File: src/rtl/mul_ctrl.sv
// +--------------------------------------------------------------------------+
// | mul_ctrl : sequencing controller for an external 2-stage booth multiplier |
// | Rev 1.0                                                                  |
// +--------------------------------------------------------------------------+
`default_nettype none

module mul_ctrl (
  input  logic        clk,
  input  logic        reset,
  input  logic        flush,
  input  logic        req_valid,
  output logic        req_ready,
  input  logic [2:0]  req_op,
  input  logic [31:0] req_src1,
  input  logic [31:0] req_src2,
  output logic [33:0] mul_x,
  output logic [33:0] mul_y,
  input  logic [67:0] mul_z,
  output logic        res_valid,
  input  logic        res_ready,
  output logic [31:0] res_data,
  output logic        busy
);

  typedef enum logic [1:0] {
    IDLE  = 2'd0,
    ISSUE = 2'd1,
    CAPT  = 2'd2,
    DONE  = 2'd3
  } state_t;

  localparam logic [1:0] SEL_NONE = 2'b00;
  localparam logic [1:0] SEL_LO   = 2'b01;
  localparam logic [1:0] SEL_HI   = 2'b10;

  state_t      state;
  state_t      state_nxt;
  logic [33:0] x_q;
  logic [33:0] y_q;
  logic [1:0]  sel_q;
  logic [31:0] res_q;

  logic        accept;
  logic        sext;
  logic [1:0]  sel_d;
  logic [31:0] res_nxt;
  logic        unused_z;

  // Product bits above 63 never feed a result word.
  assign unused_z = ^mul_z[67:64];

  assign req_ready = (state == IDLE) && !flush && !reset;
  assign accept    = req_valid && req_ready;
  assign res_valid = (state == DONE);
  assign busy      = (state != IDLE);
  assign mul_x     = x_q;
  assign mul_y     = y_q;
  assign res_data  = res_q;

  // Op decode with priority mul_w > mulh_w > mulh_wu; an empty op selects zero.
  always_comb begin
    sext  = req_op[0] | req_op[1];
    sel_d = SEL_NONE;
    if (req_op[0]) begin
      sel_d = SEL_LO;
    end else if (req_op[1] || req_op[2]) begin
      sel_d = SEL_HI;
    end
  end

  always_comb begin
    res_nxt = 32'd0;
    case (sel_q)
      SEL_LO:  res_nxt = mul_z[31:0];
      SEL_HI:  res_nxt = mul_z[63:32];
      default: res_nxt = 32'd0;
    endcase
  end

  always_comb begin
    state_nxt = state;
    case (state)
      IDLE:    if (accept) state_nxt = ISSUE;
      ISSUE:   state_nxt = CAPT;
      CAPT:    state_nxt = DONE;
      DONE:    if (res_ready) state_nxt = IDLE;
      default: state_nxt = IDLE;
    endcase
    if (flush) begin
      state_nxt = IDLE;
    end
  end

  always_ff @(posedge clk) begin
    if (reset) begin
      state <= IDLE;
      x_q   <= 34'd0;
      y_q   <= 34'd0;
      sel_q <= SEL_NONE;
      res_q <= 32'd0;
    end else begin
      state <= state_nxt;
      if (accept) begin
        x_q   <= {{2{sext & req_src1[31]}}, req_src1};
        y_q   <= {{2{sext & req_src2[31]}}, req_src2};
        sel_q <= sel_d;
      end
      // Multiplier output is only meaningful one cycle after ISSUE.
      if (state == CAPT) begin
        res_q <= res_nxt;
      end
    end
  end

endmodule

`default_nettype wire
File: config.mk
export PLATFORM = sky130hd
export DESIGN_NAME = mul_ctrl
export DESIGN_NICKNAME = d
export VERILOG_FILES = /design/src/rtl/mul_ctrl.sv
export SDC_FILE = /design/constraint.sdc
export NUM_CORES = 1
export LEC_CHECK = 0
export CAP_MARGIN = 25
export CORE_ASPECT_RATIO = 1.25
export CORE_UTILIZATION = 38
export CTS_CLUSTER_SIZE = 16
export DETAILED_ROUTE_END_ITERATION = 8
export PLACE_DENSITY = 0.8
export REMOVE_ABC_BUFFERS = 1
export SLEW_MARGIN = 20
export SYNTH_ARGS = -nofsm -noshare
export SYNTH_HDL_FRONTEND = slang
export SYNTH_SLANG_ARGS = --single-unit
File: constraint.sdc
create_clock -name clk -period 1.9 [get_ports clk]
set_input_delay 0.19 -clock clk [delete_from_list [all_inputs] [get_ports clk]]
set_output_delay 0.19 -clock clk [all_outputs]
set_load 0.03 [all_outputs]
; ---- Word-level counts from Yosys, hierarchy flattened
; Index checks and enable logic that the tools add are counted.
[totals]
ff_bits = 102
out_inout_bits = 103
wordCells = 31
inputBits = 140
[classes]
n_reduce_logical = 10
bitwise_logic = 3
muxes = 6
eq_ne = 7
[op_table]
columns = op, count
row1 = case mux 32 bit (2 select lines), 1
row2 = two-way mux 2 bit, 4
row3 = case mux 2 bit (4 select lines), 1
row4 = equality test 2 bit (second input constant), 3
row5 = equality test 2 x 1 -> 1 bit (second input constant), 2
row6 = logical AND 1 bit, 3
row7 = AND 1 bit, 2
row8 = zero test 1 bit, 2
row9 = zero test 2 bit, 1
row10 = != test 2 x 1 -> 1 bit (second input constant), 1
row11 = != test 2 bit (second input constant), 1
row12 = AND reduction 2 bit, 1
row13 = nonzero test 2 bit, 1
row14 = OR reduction 2 bit, 1
row15 = logical OR 1 bit, 1
row16 = OR 1 bit, 1

; ---- Logic depth before layout (Yosys ltp)
[logic_depth]
depth_word = 6
ltp_mapped = 8
ltp_nobuf = 5

; ---- Worst setup path after synthesis
; OpenSTA, ideal clock, no wires.
[synth_path]
path_type = register -> output
from = reg state[0]
to = out req_ready
arrival_ns = 1.477
path_stages_with_launch = 5
t_required_ns = 1.710
n_path_buf = 0
setup_slack_ns = 0.233
cell_sequence = dfxtp_1 > inv_1 > ha_1 > inv_1 > nor3_1
[synth_between]
elab_chain_cells = 3
[synth_lines]
columns = element, line
row1 = from (decl), 36  ; state_t state;
row2 = from (signal assigned), 102  ; state <= state_nxt;
row3 = zero test 2 bit, 52  ; assign req_ready = (state == IDLE) && !flush && !reset;
row4 = logical AND 1 bit (2 in series), 52
row5 = to (decl), 12  ; output logic req_ready,
; Every way passes these cells.

; ---- Worst setup path in the final report
; Ends and elaborated chain as after synthesis.

==> results.md <==
- Die height: 118 µm
- Xor and xnor fraction of the mapped netlist area: 0%
- Crit path capture type: output pin
- Worst EP required: 1.71 ns
- Final setup fails: 0
- Area Growth Syn to Fin: 67.4%
- Mapped Cells: 501
- Hold slack: 0.220 ns
- Startpoint Class: register
- HPWL after detailed placement: 8910 µm
- Antenna viol nets, final: 0
- Gr ovfl total: 0
- Largest family of logic cells by synthesized area: simple AND/OR/NAND/NOR gates
- Vias: 4164
- Inst Count DP: 838
- Rel. slew slack: 51.5%
- CTS buffer count: 9
- Vias in the first global route: 4103
- Psw: 1.06 mW
- Flop pwr share: 47.9%
- Tcrit/Tclk final: 95.9%
- Total power: 4.62 mW
- Post-synthesis mux area share: 0.494%
- Simple-Gate Fraction of Synth Area: 22.1%
- VDD IR-drop max: 600 µV
- Worst-path clk slew: 0.06 ns
- Reg2reg start: state[0]$_SDFFE_PP0P_
- Fillcell total: 852
- Clock root cell: clkbuf_16
- Post-synthesis sequential area ratio: 50.3%
- First-pass GRT wire length: 19300 µm
- Starting density of the core: 39.5%
- Mapped cell area: 4060 µm²
- CP Class: register to output pin
- Critical path data arrival time: 1.63 ns
- Combinational Power Share: 14.9%
- Final antenna diode count: 0
- Core area: 10300 µm²
- Hold Buf Count CTS: 0
- Final slew viol count: 0
- Peak Freq: 549 MHz
- R2R depth: 7
- GRT Util Overall: 21.9%
- H-tree depth: 3
- Minimum clock period after layout: 1.82 ns
- Crit path max fanout: 3
- Slew @ Worst Pin: 0.726 ns
- Skew final: 0.00290 ns
- Cell variety after synth: 20
- Final hold viol count: 0
- Multi-input logic area: 1820 µm²
- WL/cell: 14.5 µm
- Die X-Extent: 94.4 µm
- Finished Layout Cells: 852
- Internal power: 3.55 mW
- CTS sink cnt: 102
- Register Area: 2040 µm²
- CP Launch Point: state[0]$_SDFFE_PP0P_
- Nets: 866
- Hold-critical path depth: 2
- Warnings, synthesis: 0
- RePlAce Congestion: 0.754
- Net Sw Frac: 23.0%
- Post-synthesis compound-gate area fraction: 19.9%
- Site Rows: 41
- Share of power burned in the clock network: 37.2%
- Starting DRC count in detailed routing: 117
- Skew-Pair Late Insertion Delay: 0.33 ns
- Buffers on Ports: 238
- Initial antenna violation count: 0
- Leakage: 2.50 nW
- Max-Cap Viols: 0
- Vias/cell: 4.89
- Layout cells sized above 1: 3.87%
- Most frequent cells in the layout: 235 x clkdlybuf4s50_1, 136 x nand2_1, 102 x dfxtp_1, 101 x a21oi_1, 34 x nor2_1
- IO Count: 243
- CTS tree: built
- Outcome: finished, final reports clean
- Die area: 11100 µm²
- Largest net degree at the start of global routing: 68
- Worst min path class: primary input to register
- Drt drc: 0
- Power Density: 680 nW/µm²
- Post-synthesis adder-cell area fraction: 1.85%
- DRT Pass-1 Iters: 4
- Mapped Avg Cell Area: 8.10 µm²
- RSZ-0062 raised after global routing: false
- HP Start: reset
- Most common cell after layout, fill and taps aside: clkdlybuf4s50_1
- Seq cells post-synth: 102
- WL final: 12400 µm
- CTS Buffer Depth: 2
==> metal layers <==
layer	share of wire [%]	track usage, %	up-vias
li1	-	-	2083
met1	39	23.4	1891
met2	50	39.4	169
met3	9.1	6.91	21
met4	2.2	7.69	0
met5	0	0	-
==> final timing paths <==
check	slack (ns)	to
worst max-delay path	0.08	req_ready
worst min-delay path	0.22	res_data[15]$_SDFFE_PP0P_
worst max register to register	0.17	mul_x[32]$_SDFFE_PP0P_
worst min register to register	0.45	mul_y[5]$_SDFFE_PP0P_
==> sequential cells by signal (all words and copies together), names as in the netlist <==
| signal | flops |
|---|---|
| mul_x | 33 |
| mul_y | 33 |
| res_data | 32 |
| sel_q | 2 |
| state | 2 |
==> cell type report <==
| cell class | instances | share of cell area [%] |
|---|---|---|
| Clock buffer | 13 | 3.98 |
| Clock inverter | 1 | 0.0737 |
| Inverter | 5 | 0.276 |
| Multi-Input combinational cell | 353 | 26.8 |
| Sequential cell | 102 | 30.1 |
| Tap cell | 129 | 2.38 |
| Timing Repair Buffer | 249 | 36.4 |
==> synth_stat cells <==
master | n | area [µm²]
nand2_1 | 136 | 510
dfxtp_1 | 102 | 2040
a21oi_1 | 101 | 505
nor2_1 | 34 | 128
nor2b_1 | 34 | 213
a22o_1 | 32 | 280
clkbuf_1 | 21 | 78.8
buf_2 | 10 | 50.1
buf_4 | 9 | 67.6
ha_1 | 6 | 75.1
inv_1 | 5 | 18.8
mux2i_1 | 2 | 20.0
o211ai_1 | 2 | 15.0
and4bb_2 | 1 | 12.5
buf_1 | 1 | 3.75
nand4bb_1 | 1 | 11.3
nor3_1 | 1 | 5.00
o21ai_0 | 1 | 5.00
or3_1 | 1 | 6.26
or3b_1 | 1 | 8.76
==> stage by stage <==
step	setup TNS (ns)	utilization [%]	setup WS (ns)	instance area, µm²
floorplan	-68.15	-	-1.16	3860
global placement	-0.896	63.5	-0.0575	6510
detailed placement	0	63.5	0.0811	6520
CTS	0	66.2	0.0475	6790
global route	0	66.2	0.00419	6790
finish	0	66.2	0.0774	6790
==> power groups by stage <==
stage / logic [mW] / clock network, mW / registers [mW]
finish: 0.686 / 1.72 / 2.21
global route: 0.732 / 1.85 / 2.22
CTS: 0.692 / 1.77 / 2.21
detailed placement: 0.689 / 0 / 2.26
global placement: 0.678 / 0 / 2.26
floorplan: 0.124 / 0 / 2.35
==> timing repair <==
action | in CTS | in global routing
buffers inserted | 0 | 0
resized for setup | 2 | 1
cloned | 0 | 0
setup endpoints to repair | 2 | 1
==> cells by family (layout without fill, tap and decap cells) <==
logic type | count (synthesis) | count (layout)
buffers and inverters | 46 | 268
muxes | 2 | 2
adders and majority gates | 6 | 6
DFF | 102 | 102
and+or+nand+nor | 209 | 209
AOI/OAI and AO/OA | 136 | 136
==> worst max-delay path, stage by stage, from the launching register on <==
cell and delay [ns]:
dfxtp_1 0.34, inv_1 0.11, ha_1 0.21, inv_1 0.07, nor3_1 0.18, clkdlybuf4s15_1 0.39
(Power assumes the default switching activity.)
